===== config.mk =====
export PLATFORM = sky130hd
export DESIGN_NAME = pe_result_drain
export DESIGN_NICKNAME = d
export VERILOG_FILES = /design/src/rtl/pe_result_drain.sv
export SDC_FILE = /design/constraint.sdc
export NUM_CORES = 1
export LEC_CHECK = 0
export BUFFER_PORTS_ARGS = -buffer_cell sky130_fd_sc_hd__buf_2
export CAP_MARGIN = 10
export CORE_MARGIN = 3
export CORE_UTILIZATION = 24
export CTS_CLUSTER_DIAMETER = 200
export DETAILED_ROUTE_END_ITERATION = 8
export PLACE_DENSITY_LB_ADDON = 0.3
export SETUP_SLACK_MARGIN = 0.2
export SYNTH_ARGS = -nofsm -noshare
export SYNTH_HDL_FRONTEND = slang
export SYNTH_SLANG_ARGS = --single-unit
export TNS_END_PERCENT = 10

===== constraint.sdc =====
create_clock -name clk -period 3.35 [get_ports clk]
set_clock_uncertainty 0.1 [all_clocks]
set_input_delay 0.67 -clock clk [delete_from_list [all_inputs] [get_ports clk]]
set_output_delay 0.67 -clock clk [all_outputs]
set_load 0.02 [all_outputs]

===== src/rtl/pe_result_drain.sv =====
// Result drain for the dual-product PE: rounds, shifts and saturates both accumulators,
// buffers the pairs in a small FIFO and serializes them as A then B on a valid/ready stream.
module pe_result_drain #(
  parameter int  ACC_WIDTH = 22,
  parameter int  OUT_WIDTH = 8,
  parameter int  SHIFT     = 7,
  parameter int  DEPTH     = 4,
  localparam int LEVEL_W   = $clog2(DEPTH) + 1
) (
  input  logic                 clk,
  input  logic                 reset,
  input  logic                 in_valid,
  input  logic [ACC_WIDTH-1:0] resulta,
  input  logic [ACC_WIDTH-1:0] resultb,
  output logic [OUT_WIDTH-1:0] out_data,
  output logic                 out_valid,
  input  logic                 out_ready,
  output logic                 out_last,
  input  logic                 ovf_clr,
  output logic                 overflow,
  output logic                 sat_seen,
  output logic [LEVEL_W-1:0]   level
);

  localparam int RW = ACC_WIDTH + 1;
  localparam int PW = $clog2(DEPTH);
  localparam logic signed [RW-1:0] HALF  = {{(RW-1){1'b0}}, 1'b1} << (SHIFT - 1);
  localparam logic signed [RW-1:0] MAX_S = RW'((1 << (OUT_WIDTH - 1)) - 1);
  localparam logic signed [RW-1:0] MIN_S = ~MAX_S;

  typedef struct packed {
    logic [OUT_WIDTH-1:0] qa;
    logic [OUT_WIDTH-1:0] qb;
  } pair_t;

  typedef enum logic {SEL_A, SEL_B} sel_e;

  // Returns {clamped, word}.
  function automatic logic [OUT_WIDTH:0] saturate(input logic signed [RW-1:0] s);
    if (s > MAX_S) return {1'b1, MAX_S[OUT_WIDTH-1:0]};
    if (s < MIN_S) return {1'b1, MIN_S[OUT_WIDTH-1:0]};
    return {1'b0, s[OUT_WIDTH-1:0]};
  endfunction

  logic signed [RW-1:0] round_a, round_b, s1_a, s1_b;
  logic                 s1_valid;
  pair_t                mem [DEPTH];
  pair_t                head, push_pair;
  logic [PW-1:0]        wr_ptr, rd_ptr;
  sel_e                 state, state_nxt;
  logic                 full, handshake, pop, push, drop, sat_a, sat_b;

  // One guard bit keeps the half-LSB add from wrapping.
  always_comb begin
    round_a = $signed({resulta[ACC_WIDTH-1], resulta}) + HALF;
    round_b = $signed({resultb[ACC_WIDTH-1], resultb}) + HALF;
  end

  // NOTE: state registers use non-blocking assignments and the async reset sits in the sensitivity list.
  always_ff @(posedge clk or posedge reset) begin
    if (reset) begin
      s1_valid <= 1'b0;
      s1_a     <= '0;
      s1_b     <= '0;
    end else begin
      s1_valid <= in_valid;
      if (in_valid) begin
        s1_a <= round_a >>> SHIFT;
        s1_b <= round_b >>> SHIFT;
      end
    end
  end

  // A full FIFO still accepts a push when the head pair completes on the same edge.
  always_comb begin
    {sat_a, push_pair.qa} = saturate(s1_a);
    {sat_b, push_pair.qb} = saturate(s1_b);
    head      = mem[rd_ptr];
    full      = (level == LEVEL_W'(DEPTH));
    out_valid = (level != '0);
    handshake = out_valid && out_ready;
    pop       = handshake && (state == SEL_B);
    push      = s1_valid && (!full || pop);
    drop      = s1_valid && full && !pop;
  end

  // NOTE: every always_comb output gets a default first so no latch can be inferred.
  always_comb begin
    state_nxt = state;
    out_data  = '0;
    out_last  = 1'b0;
    if (out_valid) begin
      out_data = (state == SEL_B) ? head.qb : head.qa;
      out_last = (state == SEL_B);
    end
    if (handshake) state_nxt = (state == SEL_A) ? SEL_B : SEL_A;
  end

  always_ff @(posedge clk or posedge reset) begin
    if (reset) begin
      state    <= SEL_A;
      wr_ptr   <= '0;
      rd_ptr   <= '0;
      level    <= '0;
      overflow <= 1'b0;
      sat_seen <= 1'b0;
    end else begin
      state <= state_nxt;
      if (push) wr_ptr <= wr_ptr + 1'b1;
      if (pop)  rd_ptr <= rd_ptr + 1'b1;
      if (push && !pop)      level <= level + 1'b1;
      else if (pop && !push) level <= level - 1'b1;
      // Set events take priority over the clear.
      overflow <= drop || (overflow && !ovf_clr);
      sat_seen <= (s1_valid && (sat_a || sat_b)) || (sat_seen && !ovf_clr);
    end
  end

  // NOTE: the storage array is not reset; out_valid masks stale entries, so only pointers and level need it.
  always_ff @(posedge clk) begin
    if (push) mem[wr_ptr] <= push_pair;
  end

endmodule


==> results.md <==
* Drt wl/cell at 14.0 um
* Total Nets Final at 498
* Antenna violations before repair at 0
* Commonest non-fill, non-tap cell in the layout: nor2_1
* Sequential fraction of the synthesis area at 0.618
* DRT Wirelength at 9970 um
* FF/Latch Area at 0.00300 mm2
* Worst Path Arrival at 2.10 ns
* Critical path fanouts, max at 16
* Clk sinks at 107
* Initial core utilization at 0.247
* Outcome: completed
* Diode count at 0
* Gr usage total at 0.0940
* Detail Placement HPWL at 7310 um
* Total congestion overflow at 0
* RSZ-0062 raised after global routing: false
* Cells after Synth at 382
* Most frequent cells in the layout: 69 x nor2_1, 64 x edfxtp_1, 51 x buf_2
* I/O pin count at 64
* Clock Path Buffers at 2
* Cell Rows at 51
* Fin crit period at 2.87 ns
* Filler instances at 2,084
* First-pass detailed-route iteration total at 4
* Clock Latency Late Sink at 0.35 ns
* Post-CTS setup buffers at 0
* Core ar. at 0.0197 mm2
* Largest net degree at the start of global routing at 44
* CP Class: reg -> out
* PD cells at 738 mW/mm2
* Final ANT Viol Nets at 0
* Share of layout cells above drive strength 1 at 0.229
* Vias per Instance at 4.30
* Relative slew margins at 0.440
* Vias in the first global route at 3,012
* Maximum clock frequency at 348 MHz
* Worst Path Required at 2.58 ns
* Global-route wire length before repair at 16,200 um
* Final Slew Violations at 0
* Avg Inst Size Synth at 12.7 um2
* FF+latch count, synth at 107
* Max VDD drop at 0.265 mV
* DIE HEIGHT at 148 um
* Hold slack at 0.346 ns
* Die X at 148 um
* Placer Congestion at 0.725
* CTS tree: done
* Final Hold Vio Count at 0
* IO buf count at 51
* H-tree depth at 3
* Setup crit end kind: primary output
* Startpoint types: flop
* Via count at 3,057
* Yosys warns at 0
* Tcrit/Tclk final at 0.857
* Distinct cell type count after synthesis at 34
* Cts hold-fix bufs at 0
* Slew @ Worst Pin at 0.833 ns
* Multi-input logic area at 0.00174 mm2
* Clock slew at reported path FFs at 0.07 ns
* Die area at 0.0220 mm2
* CTS resizes at 0
* Area Overhead vs Synth at 19.1%
* Setup tns final at 0 ns
* Mapped cell area at 0.00485 mm2
* Syn Nets at 439
* Max_cap viols at 0
* Worst Hold Class: in -> async
* Final setup vio count at 0
* Leak at 2.10 nW
* CTS buffer count at 9
* Detailed Route Iter0 Violations at 128
* Root Driver: clkbuf_16
* Residual DRC at 0
-- cell type report --
cell class,instances,area share
Clock buffer,9,0.0390
Inverter,15,0.00974
Multi-Input combinational cell,246,0.302
Tap cell,265,0.0574
Sequential cell,107,0.519
Timing Repair Buffer,62,0.0585
Clock inverter,7,0.0147
-- path summary, 6_finish.rpt --
path	slack (ns)	end	cells after the start	startpoint
setup / recovery	0.48	out_data[6]	5	rd_ptr[0]
hold / removal	0.35	overflow	3	reset
setup reg to reg	0.94	level[2]	11	level[0]
hold reg to reg	0.40	rd_ptr[0]	1	rd_ptr[0]
max in group asynchronous	2.43	s1_b[3]	3	reset
min in group clk	0.40	rd_ptr[0]	1	rd_ptr[0]
-- critical path: stages, from the launching register on --
cell and delay (ns):
dfrtp_1 0.38, buf_4 0.34, mux4_2 0.54, mux2i_1 0.26, nor2_1 0.07, buf_2 0.17
-- power breakdown --
group          internal (mW)  switching, mW
clock                  0.592          0.484
sequential              1.69          0.115
combinational          0.569          0.813
total                   2.85           1.41
-- flip-flops by register name, indices dropped and copies added (netlist names) --
| name | count |
|---|---|
| level | 3 |
| mem | 64 |
| overflow | 1 |
| rd_ptr | 2 |
| s1_a | 16 |
| s1_b | 16 |
| s1_valid | 1 |
| sat_seen | 1 |
| state | 1 |
| wr_ptr | 2 |
-- stage by stage --
step	total power, mW	worst slack (ns)	cell area (um2)	util	std cells
3_5_place_dp	3.26	0.678	5470	0.278	695
5_1_grt	4.53	0.334	5780	0.294	711
6_report	4.27	0.477	5780	0.294	711
2_1_floorplan	2.77	0.644	4850	-	382
3_3_place_gp	3.23	0.689	5470	0.278	695
4_1_cts	4.34	0.418	5780	0.294	711
-- cell families (layout without fill, tap and decap cells) --
| kind of cell | count (synthesis) | in the layout | share of synthesized area |
|---|---|---|---|
| XOR/XNOR | 32 | 32 | 0.0577 |
| AND/OR/NAND/NOR | 138 | 138 | 0.136 |
| adder cells (fa/ha/maj) | 8 | 8 | 0.0222 |
| buffers and inverters | 29 | 93 | 0.0229 |
| flip-flops | 107 | 107 | 0.618 |
| multiplexers | 27 | 27 | 0.0977 |
| AO/OA/AOI/OAI | 41 | 41 | 0.0461 |
-- per-layer routing --
metal	GRT usage	up-vias	wire length, um
met1	0.126	1492	4720
li1	-	1512	-
met4	0.0374	0	163
met2	0.153	44	4840
met3	0.0152	9	251
met5	0	-	0
-- synthesized netlist by cell type, drive strengths merged --
cell,n,area share
a21oi,27,0.028
a31o,2,0.0036
a31oi,4,0.0052
and2,5,0.0064
and3,1,0.0013
buf,3,0.0028
clkbuf,11,0.0085
dfrtp,43,0.22
edfxtp,64,0.40
fa,1,0.0041
ha,7,0.018
inv,15,0.012
mux2,3,0.0070
mux2i,8,0.016
mux4,16,0.074
nand2,10,0.0077
nand2b,1,0.0013
nand3,18,0.021
nand4,9,0.012
nor2,69,0.053
nor2b,1,0.0013
nor3,7,0.0082
nor4,12,0.015
o21a,2,0.0031
o21ai,5,0.0052
o22ai,1,0.0013
or3,3,0.0039
or4,2,0.0039
xnor2,23,0.042
xor2,9,0.016
Note: power is estimated with default switching activity, not from simulation.
